==> src/rtl/baud_nco_generator_pkg.sv <==
// ---------------------------------------------------------------------------
// baud_nco_generator_pkg
//   Shared constants for the NCO baud generator: the baud-rate table, the
//   mode encoding and the elaboration-time increment calculator.
//   No ports (package).
// ---------------------------------------------------------------------------
package baud_nco_generator_pkg;

    localparam int SEL_W   = 3;
    localparam int N_RATES = 8;

    typedef enum logic {
        TYPE_TX = 1'b0,
        TYPE_RX = 1'b1
    } baud_type_e;

    // Index 0 is the rightmost entry: baud_select 000 -> 300 Bd.
    localparam logic [N_RATES-1:0][31:0] RATE_TABLE = {
        32'd115200, 32'd57600, 32'd38400, 32'd19200,
        32'd9600,   32'd4800,  32'd1200,  32'd300
    };

    // round(rate * mult * 2^acc_w / clk_hz) in integer arithmetic; only ever
    // evaluated on constants, so it folds away at elaboration.
    function automatic longint unsigned calc_inc(
        input longint unsigned rate,
        input longint unsigned mult,
        input longint unsigned clk_hz,
        input int unsigned     acc_w
    );
        longint unsigned num;
        num = (rate * mult) << acc_w;
        return (num + clk_hz / 2) / clk_hz;
    endfunction

endpackage

==> src/rtl/baud_nco_generator_nco.sv <==
// ---------------------------------------------------------------------------
// baud_nco
//   Phase accumulator with carry-out. Each enabled cycle the accumulator
//   advances by inc_i modulo 2^ACC_W; carry_o flags the cycle whose add
//   overflows, and is suppressed whenever the accumulator is being cleared
//   or reloaded.
// Ports
//   clk_i        system clock, rising edge
//   reset_ni     asynchronous reset, active low
//   en_i         1 = accumulate this cycle, 0 = hold
//   clr_i        force accumulator to 0 (highest priority)
//   load_half_i  force accumulator to 2^(ACC_W-1)
//   inc_i        phase increment
//   carry_o      overflow of the add performed this cycle (combinational)
// ---------------------------------------------------------------------------
module baud_nco #(
    parameter int ACC_W = 24
) (
    input  logic             clk_i,
    input  logic             reset_ni,
    input  logic             en_i,
    input  logic             clr_i,
    input  logic             load_half_i,
    input  logic [ACC_W-1:0] inc_i,
    output logic             carry_o
);

    localparam logic [ACC_W-1:0] HALF = {1'b1, {(ACC_W-1){1'b0}}};

    logic [ACC_W-1:0] acc_q, acc_d;
    logic [ACC_W:0]   sum;

    assign sum = {1'b0, acc_q} + {1'b0, inc_i};

    always_comb begin
        // NOTE: default first so every path assigns acc_d -- no latch.
        acc_d = acc_q;
        if (clr_i)            acc_d = '0;
        else if (load_half_i) acc_d = HALF;
        else if (en_i)        acc_d = sum[ACC_W-1:0];
    end

    assign carry_o = en_i && !clr_i && !load_half_i && sum[ACC_W];

    // NOTE: state registers use non-blocking assignment and the async reset
    // in the sensitivity list, so reset takes effect without a clock edge.
    always_ff @(posedge clk_i or negedge reset_ni) begin
        if (!reset_ni) acc_q <= '0;
        else           acc_q <= acc_d;
    end

endmodule

==> src/rtl/baud_nco_generator.sv <==
// ---------------------------------------------------------------------------
// baud_nco_generator
//   Fractional (NCO) baud tick source for the UART. RX mode gives OVERSAMPLE
//   sample ticks per bit plus a bit tick; TX mode gives one tick per bit.
//   Supports a runtime custom increment, RX phase resync on the start-bit
//   edge and glitch-free rate changes.
// Ports
//   clk_i            system clock, rising edge
//   reset_ni         asynchronous reset, active low
//   enable_i         1 = run, 0 = freeze phase and suppress ticks
//   type_i           1 = RX (oversampled), 0 = TX (bit rate)
//   baud_select_i    rate index 0..7 = 300 .. 115200 Bd
//   custom_en_i      1 = use custom_inc_i instead of the table
//   custom_inc_i     accumulator increment when custom_en_i = 1
//   resync_i         RX only: 1-cycle pulse restarting the bit phase
//   sample_enable_o  1-cycle tick per sample (RX) or per bit (TX)
//   bit_tick_o       1-cycle tick once per bit period
//   cfg_busy_o       high for the one cycle in which a config change lands
// ---------------------------------------------------------------------------
module baud_nco_generator
    import baud_nco_generator_pkg::*;
#(
    parameter int CLK_HZ     = 100_000_000,
    parameter int OVERSAMPLE = 16,
    parameter int ACC_W      = 24
) (
    input  logic             clk_i,
    input  logic             reset_ni,
    input  logic             enable_i,
    input  logic             type_i,
    input  logic [SEL_W-1:0] baud_select_i,
    input  logic             custom_en_i,
    input  logic [ACC_W-1:0] custom_inc_i,
    input  logic             resync_i,
    output logic             sample_enable_o,
    output logic             bit_tick_o,
    output logic             cfg_busy_o
);

    localparam int SUB_W = $clog2(OVERSAMPLE);
    localparam int CFG_W = 1 + SEL_W + 1 + ACC_W;

    typedef logic [1:0][N_RATES-1:0][ACC_W-1:0] inc_table_t;

    function automatic inc_table_t build_table();
        inc_table_t tbl;
        tbl = '0;
        for (int t = 0; t < 2; t++) begin
            for (int s = 0; s < N_RATES; s++) begin
                tbl[t][s] = ACC_W'(calc_inc(
                    64'(RATE_TABLE[s]),
                    (t == 1) ? 64'(OVERSAMPLE) : 64'd1,
                    64'(CLK_HZ),
                    ACC_W));
            end
        end
        return tbl;
    endfunction

    // Indexed [type][baud_select]; constant after elaboration.
    localparam inc_table_t INC_TABLE = build_table();

    logic [ACC_W-1:0] inc;
    logic [CFG_W-1:0] cfg_now, cfg_q;
    logic             cfg_valid_q;
    logic             cfg_change;
    logic             is_rx;
    logic             do_resync;
    logic             carry;

    logic [SUB_W-1:0] sub_q, sub_d;
    logic             sample_q, sample_d;
    logic             bit_q, bit_d;
    logic             busy_q, busy_d;

    assign is_rx = (baud_type_e'(type_i) == TYPE_RX);
    assign inc   = custom_en_i ? custom_inc_i : INC_TABLE[type_i][baud_select_i];

    // custom_inc only counts as configuration while it is selected.
    assign cfg_now = {type_i, baud_select_i, custom_en_i,
                      custom_inc_i & {ACC_W{custom_en_i}}};

    // cfg_valid_q blocks a spurious change on the first cycle after reset,
    // before cfg_q has captured the live configuration.
    assign cfg_change = cfg_valid_q && (cfg_now != cfg_q);
    assign do_resync  = !cfg_change && resync_i && enable_i && is_rx;

    baud_nco #(
        .ACC_W (ACC_W)
    ) u_nco (
        .clk_i       (clk_i),
        .reset_ni    (reset_ni),
        .en_i        (enable_i),
        .clr_i       (cfg_change),
        .load_half_i (do_resync),
        .inc_i       (inc),
        .carry_o     (carry)
    );

    always_comb begin
        sub_d    = sub_q;
        sample_d = 1'b0;
        bit_d    = 1'b0;
        busy_d   = 1'b0;
        if (cfg_change) begin
            sub_d  = '0;
            busy_d = 1'b1;
        end else if (do_resync) begin
            sub_d = '0;
        end else if (carry) begin
            sample_d = 1'b1;
            if (is_rx) begin
                sub_d = sub_q + 1'b1;
                bit_d = (sub_q == SUB_W'(OVERSAMPLE - 1));
            end else begin
                sub_d = '0;
                bit_d = 1'b1;
            end
        end
    end

    always_ff @(posedge clk_i or negedge reset_ni) begin
        if (!reset_ni) begin
            cfg_q       <= '0;
            cfg_valid_q <= 1'b0;
            sub_q       <= '0;
            sample_q    <= 1'b0;
            bit_q       <= 1'b0;
            busy_q      <= 1'b0;
        end else begin
            cfg_q       <= cfg_now;
            cfg_valid_q <= 1'b1;
            sub_q       <= sub_d;
            sample_q    <= sample_d;
            bit_q       <= bit_d;
            busy_q      <= busy_d;
        end
    end

    assign sample_enable_o = sample_q;
    assign bit_tick_o      = bit_q;
    assign cfg_busy_o      = busy_q;

endmodule

==> config.mk <==
export PLATFORM = sky130hd
export DESIGN_NAME = baud_nco_generator
export DESIGN_NICKNAME = d
export VERILOG_FILES = /design/src/rtl/baud_nco_generator_pkg.sv /design/src/rtl/baud_nco_generator_nco.sv /design/src/rtl/baud_nco_generator.sv
export SDC_FILE = /design/constraint.sdc
export NUM_CORES = 1
export LEC_CHECK = 0
export CAP_MARGIN = 20
export CORE_ASPECT_RATIO = 0.8
export CORE_UTILIZATION = 63
export DETAILED_ROUTE_END_ITERATION = 10
export GPL_ROUTABILITY_DRIVEN = 0
export PLACE_DENSITY = 0.95
export SYNTH_ARGS = -nofsm -noshare
export SYNTH_HDL_FRONTEND = slang
export SYNTH_HIERARCHICAL = 1
export SYNTH_SLANG_ARGS = --single-unit
==> constraint.sdc <==
create_clock -name clk_i -period 9.1 [get_ports clk_i]
set_input_delay 0.91 -clock clk_i [delete_from_list [all_inputs] [get_ports clk_i]]
set_output_delay 0.91 -clock clk_i [all_outputs]
set_load 0.01 [all_outputs]
Word-level counts from Yosys, hierarchy flattened
Index checks and enable logic that the tools add are counted.
W data, S select, Z words.
{"block": "totals", "output_inout_bits": 3, "reg_bits": 61, "in_bits": 33}
{"block": "op_classes", "bitwise": 1, "magnitude_cmp": 2, "eq_ne": 2, "n_mux": 20, "add_sub_neg": 2, "reduce_logical": 11}
{"op": "$mux W192", "n": 1}
{"op": "$mux W187", "n": 1}
{"op": "$mux W24", "n": 5}
{"op": "$bmux W24 S3", "n": 1}
{"op": "$ne A29 B29 Y1", "n": 1}
{"op": "$add A24 B24 Y25", "n": 1}
{"op": "$and A24 B24 Y24", "n": 1}
{"op": "$mux W4", "n": 4}
{"op": "$mux W1", "n": 8}
{"op": "$logic_and A1 B1 Y1", "n": 7}
{"op": "$reduce_bool A3 Y1", "n": 2}
{"op": "$add A4 B1 Y4 const B", "n": 1}
{"op": "$eq A4 B4 Y1 const B", "n": 1}
{"op": "$lt A3 B4 Y1 const B", "n": 1}
{"op": "$logic_not A1 Y1", "n": 2}
{"op": "$lt A1 B2 Y1 const B", "n": 1}

Longest topological paths before layout
{"block": "logic_depth", "depth_word": 13, "mapped_depth": 20}

Hierarchy
Netlist, hierarchy kept.
{"mod": "baud_nco_generator", "seq_area_each_um2": 925.9, "area_each_um2": 2442.3, "cells_each": 274, "instances": 1}
{"mod": "baud_nco", "seq_area_each_um2": 600.6, "area_each_um2": 2240.9, "cells_each": 267, "instances": 1}

Worst setup path before layout
Ideal clock, no wire load.
{"block": "synth_timing", "path_type": "input to register", "start": "input port type_i", "end": "register sub_q[3]", "path_stages": 17, "setup_ns": 0.096, "setup_slack_ns": 4.711, "arrival_ns": 4.293, "n_path_buf": 2, "path_cell_list": "clkbuf_1 -> inv_1 -> ha_1 -> buf_2 -> mux4_2 -> o21bai_1 -> ha_1 -> nand3_2 -> nor3_2 -> a32oi_4 -> a21boi_1 -> o211ai_1 -> a21oi_1 -> nand2b_1 -> o21ai_0 -> a21oi_1 -> a311oi_2"}
{"block": "synth_between", "elab_cells_between_ends": 21}
{"item": "start: declaration", "line": "baud_nco_generator.sv:30", "rtl": "input logic type_i,"}
{"item": "$mux W187 (not written as such)", "line": "baud_nco_generator.sv:77", "rtl": "assign inc = custom_en_i ? custom_inc_i : INC_TABLE[type_i][baud_select_i];"}
{"item": "$mux W192 (not written as such)", "line": "baud_nco_generator.sv:77"}
{"item": "$bmux W24 S3", "line": "baud_nco_generator.sv:77"}
{"item": "$mux W24 (not written as such)", "line": "baud_nco_generator.sv:77"}
{"item": "$mux W24", "line": "baud_nco_generator.sv:77"}
{"item": "named net inc[7]", "line": "baud_nco_generator.sv:63", "rtl": "logic [ACC_W-1:0] inc;"}
{"item": "$add A24 B24 Y25", "line": "baud_nco_generator_nco.sv:33", "rtl": "assign sum = {1'b0, acc_q} + {1'b0, inc_i};"}
{"item": "$logic_and A1 B1 Y1", "line": "baud_nco_generator_nco.sv:43", "rtl": "assign carry_o = en_i && !clr_i && !load_half_i && sum[ACC_W];"}
{"item": "named net carry", "line": "baud_nco_generator.sv:69", "rtl": "logic carry;"}
{"item": "$reduce_bool A3 Y1 (no line)"}
{"item": "end signal: assignment", "line": "baud_nco_generator.sv:133", "rtl": "sub_q <= sub_d;"}
{"item": "end: declaration", "line": "baud_nco_generator.sv:71", "rtl": "logic [SUB_W-1:0] sub_q, sub_d;"}
The timed path passes the listed nets, and every way through them passes these cells. The select of a mux whose other input is x is not followed.
A chain may end at the register's enable or synchronous reset.

Worst setup path after layout
Same ends and word-level chain as after synthesis.

==> results.sh <==
export IMPL_fin_crit_sh_pct=58.6
export IMPL_grt_pass1_vias=4205
export IMPL_clockBufferDepth=2
export IMPL_rows=27
export IMPL_numCtsBuffers=9
export IMPL_synthXorXnorAreaFrac_pct=4.49
export IMPL_hold_path_class="reg2reg"
export IMPL_critPathKind="in2reg"
export IMPL_synth_edf_count=0
export IMPL_clkSinkCount=61
export IMPL_cts_hold_buf=0
export IMPL_ys_types=71
export IMPL_fp_dieH_um=79.1
export IMPL_routedWlPerCell_um=18.7
export IMPL_synth_compound_area_share_pct=26.9
export IMPL_finalSetupTns_ps=0
export IMPL_violations="DRC"
export IMPL_drtAntennaViolNets=0
export IMPL_yosysMostFrequentCell="dfrtp_1"
export IMPL_diodes=0
export IMPL_path_clk_slew_ps=70
export IMPL_dieArea_um2=7780
export IMPL_ios=36
export IMPL_die_w_um=98.4
export IMPL_grt_first_pass_wirelength_mm=20.6
export IMPL_fillCellCount=471
export IMPL_synth_async_sr_flop_share_pct=100
export IMPL_rrSetupSlack_ps=5490
export IMPL_synth_common_cells="61 x dfrtp_1, 59 x nand2_1, 43 x nor2_1"
export IMPL_drv_cap=0
export IMPL_post_cts_resized=0
export IMPL_crit_slowest_cell="clkdlybuf4s50_1"
export IMPL_vias=4394
export IMPL_reg2regPathDepth=13
export IMPL_drc=7
export IMPL_crit_cells=16
export IMPL_dp_hpwl_mm=8.99
export IMPL_crit_path_start="type_i"
export IMPL_synth_fa_ha_area_share_pct=8.98
export IMPL_seq_area_um2=1530
export IMPL_cts_tree="done"
export IMPL_slew_viol_final=0
export IMPL_fin_hold_ws_ps=494
export IMPL_critPathMaxFanout=15
export IMPL_maxSlewHeadroom_pct=31.8
export IMPL_drt_iter0_drc=473
export IMPL_routed_wl_mm=12.3
export IMPL_yosys_area_share_simple_pct=21.3
export IMPL_yosysSeqAreaShare_pct=32.6
export IMPL_outcome="complete, but fails checks"
export IMPL_crit_required_ps=9350
export IMPL_synth_area_mux_share_pct=1.55
export IMPL_regToRegEndpoint="sub_q[3]$_DFFE_PN0P_"
export IMPL_critPathCapture="sub_q[3]$_DFFE_PN0P_"
export IMPL_whs_path_depth=2
export IMPL_post_cts_buffers=0
export IMPL_synth_top_family_by_area="compound AO/OA/AOI/OAI gates"
export IMPL_area_growth_pct=12.1
export IMPL_synthesis_nets=607
export IMPL_fin_ws_ps=3770
export IMPL_ir_drop_mv=0.113
export IMPL_io_buffer_count=35
export IMPL_end_kind="flip-flop"
export IMPL_antenna_found_initial=0
export IMPL_synthTopCellsByArea="dfrtp_1 33%, ha_1 8.5%, nand2_1 4.7%, o21ai_0 4.3%, xnor2_1 4.1%"
export IMPL_cp_top_family="compound AO/OA/AOI/OAI gates"
export IMPL_initial_core_util_pct=66.6
export IMPL_ys_warn_count=6
export IMPL_arrival_ps=5580
export IMPL_crit_chain="clkdlybuf4s50_1 > inv_1 > ha_1 > mux4_2 > o21bai_1 > ha_1 > nand3_2 > nor3_2 > a32oi_4 > a21boi_1 > o211ai_1 > a21oi_1 > nand2b_1 > o21ai_0 > a21oi_1 > a311oi_2"
export IMPL_clockRootBuffer="clkbuf_8"
export IMPL_slowest_delay_ps=870
export IMPL_htreeDepth=3
export IMPL_crit_buf_inv=2
export IMPL_grt_max_degree=62
export IMPL_grt_overflow=0
export IMPL_dr_pass1_iters=8
export IMPL_core_um2=7030
export IMPL_ys_flop_type="dfrtp_1"
export IMPL_fin_skew_ps=8.57
export IMPL_multi_input_area_um2=2970
export IMPL_synth_area_um2=4680
export IMPL_grt_usage_pct=34.3
export IMPL_synth_top_cell_by_area="dfrtp_1"
export IMPL_worst_setup_path_start_kind="input pin"
export IMPL_min_period_ps=5330
export IMPL_drive_gt1_share_pct=8.19
export IMPL_pre_cts_ws_ps=3560
export IMPL_hold_violations=0
export IMPL_yosysTopAreaCellShare_pct=32.6
export IMPL_rsz0062_at_grt="no"
export IMPL_rr_startpoint="cfg_q[18]$_DFF_PN0_"
export IMPL_synth_area_per_cell_um2=8.66
export IMPL_tightestPinTransition_ps=1020
export IMPL_pwr_density_cell_nw_per_um2=153
export IMPL_synthCells=541
export IMPL_fmax_mhz=188
export IMPL_ys_ff_latch=61
export IMPL_avgViaCountPerCell=6.65
export IMPL_insertion_delay_ps=350
export IMPL_setup_viol=0
export IMPL_p_leak_uw=0.00227
export IMPL_nets=635
## cell families after synthesis
logic type	after synthesis
compound gates	176
xor+xnor	24
fa+ha+maj	33
buf+inv	44
flops	61
mux	6
other cells	1
simple gates	196
## per-stage QoR
step | std cells | power [uW] | utilization [%] | instance area [um2]
6_report | 661 | 801 | 74.7 | 5250
5_1_grt | 661 | 842 | 74.7 | 5250
4_1_cts | 661 | 796 | 74.7 | 5250
3_5_place_dp | 645 | 557 | 72.0 | 5060
3_3_place_gp | 645 | 544 | 72.0 | 5060
2_1_floorplan | 541 | 488 | - | 4680
## worst min-delay path by stage
stage	startpoint	end	slack, ps
2_1_floorplan	u_nco/acc_q[10]$_DFFE_PN0P_	u_nco/acc_q[10]$_DFFE_PN0P_	450
3_3_place_gp	u_nco/acc_q[7]$_DFFE_PN0P_	u_nco/acc_q[7]$_DFFE_PN0P_	470
3_5_place_dp	u_nco/acc_q[7]$_DFFE_PN0P_	u_nco/acc_q[7]$_DFFE_PN0P_	480
4_1_cts	u_nco/acc_q[7]$_DFFE_PN0P_	u_nco/acc_q[7]$_DFFE_PN0P_	500
5_1_grt	u_nco/acc_q[13]$_DFFE_PN0P_	u_nco/acc_q[13]$_DFFE_PN0P_	510
6_report	u_nco/acc_q[7]$_DFFE_PN0P_	u_nco/acc_q[7]$_DFFE_PN0P_	490
## tightest hold or removal path: stages, from the launching register on
cell and delay [ps]:
dfrtp_1 350, nand2_1 50, o21ai_0 60
## layout make-up
class,instances,share of cell area [%]
multi-input combinational,436,56.6
sequential,61,29.1
timing repair buffer,38,7.01
clock buffer,10,2.43
tap,87,2.07
inverter,23,1.64
clock inverter,6,1.22
## flip-flops by register name, indices dropped and copies added, names as in the netlist
signal and cells:
cfg_valid_q 1, cfg_busy_o 1, cfg_q 29, sample_enable_o 1
u_nco/acc_q 24, sub_q 4, bit_tick_o 1
## metal layers
metal  vias to the layer above  wire, um  GRT usage [%]  part of all wire (%)
li1                       2039         -              -                     -
met1                      2039      5040           43.7                    41
met2                       275      5630           56.5                    46
met3                        41      1340           9.86                    11
met4                         0       316           11.3                   2.6
met5                         -         0              0                     0
## power breakdown
group | switching (uW) | internal, uW
Sequential | 14.6 | 292
Combinational | 152 | 103
Clock | 114 | 126
Total | 281 | 520
## cells in the final DEF (no fill, tap or decap), types with 5 or more instances in the layout
master and count:
a211oi_1 6, a21o_1 13, a21oi_1 34, a22o_1 5
a31oi_1 9, a32o_1 8, and2_1 19, clkbuf_8 9
clkdlybuf4s50_1 34, dfrtp_1 61, ha_1 32, inv_1 23
mux2i_1 5, nand2_1 59, nand2b_1 10, nand3_1 13
nor2_1 43, nor2b_1 5, nor3_1 8, o211ai_1 5
o21ai_0 40, o21ai_1 5, o21bai_1 9, or3_1 11
xnor2_1 22
No activity file was read; power rests on OpenSTA's default activity.
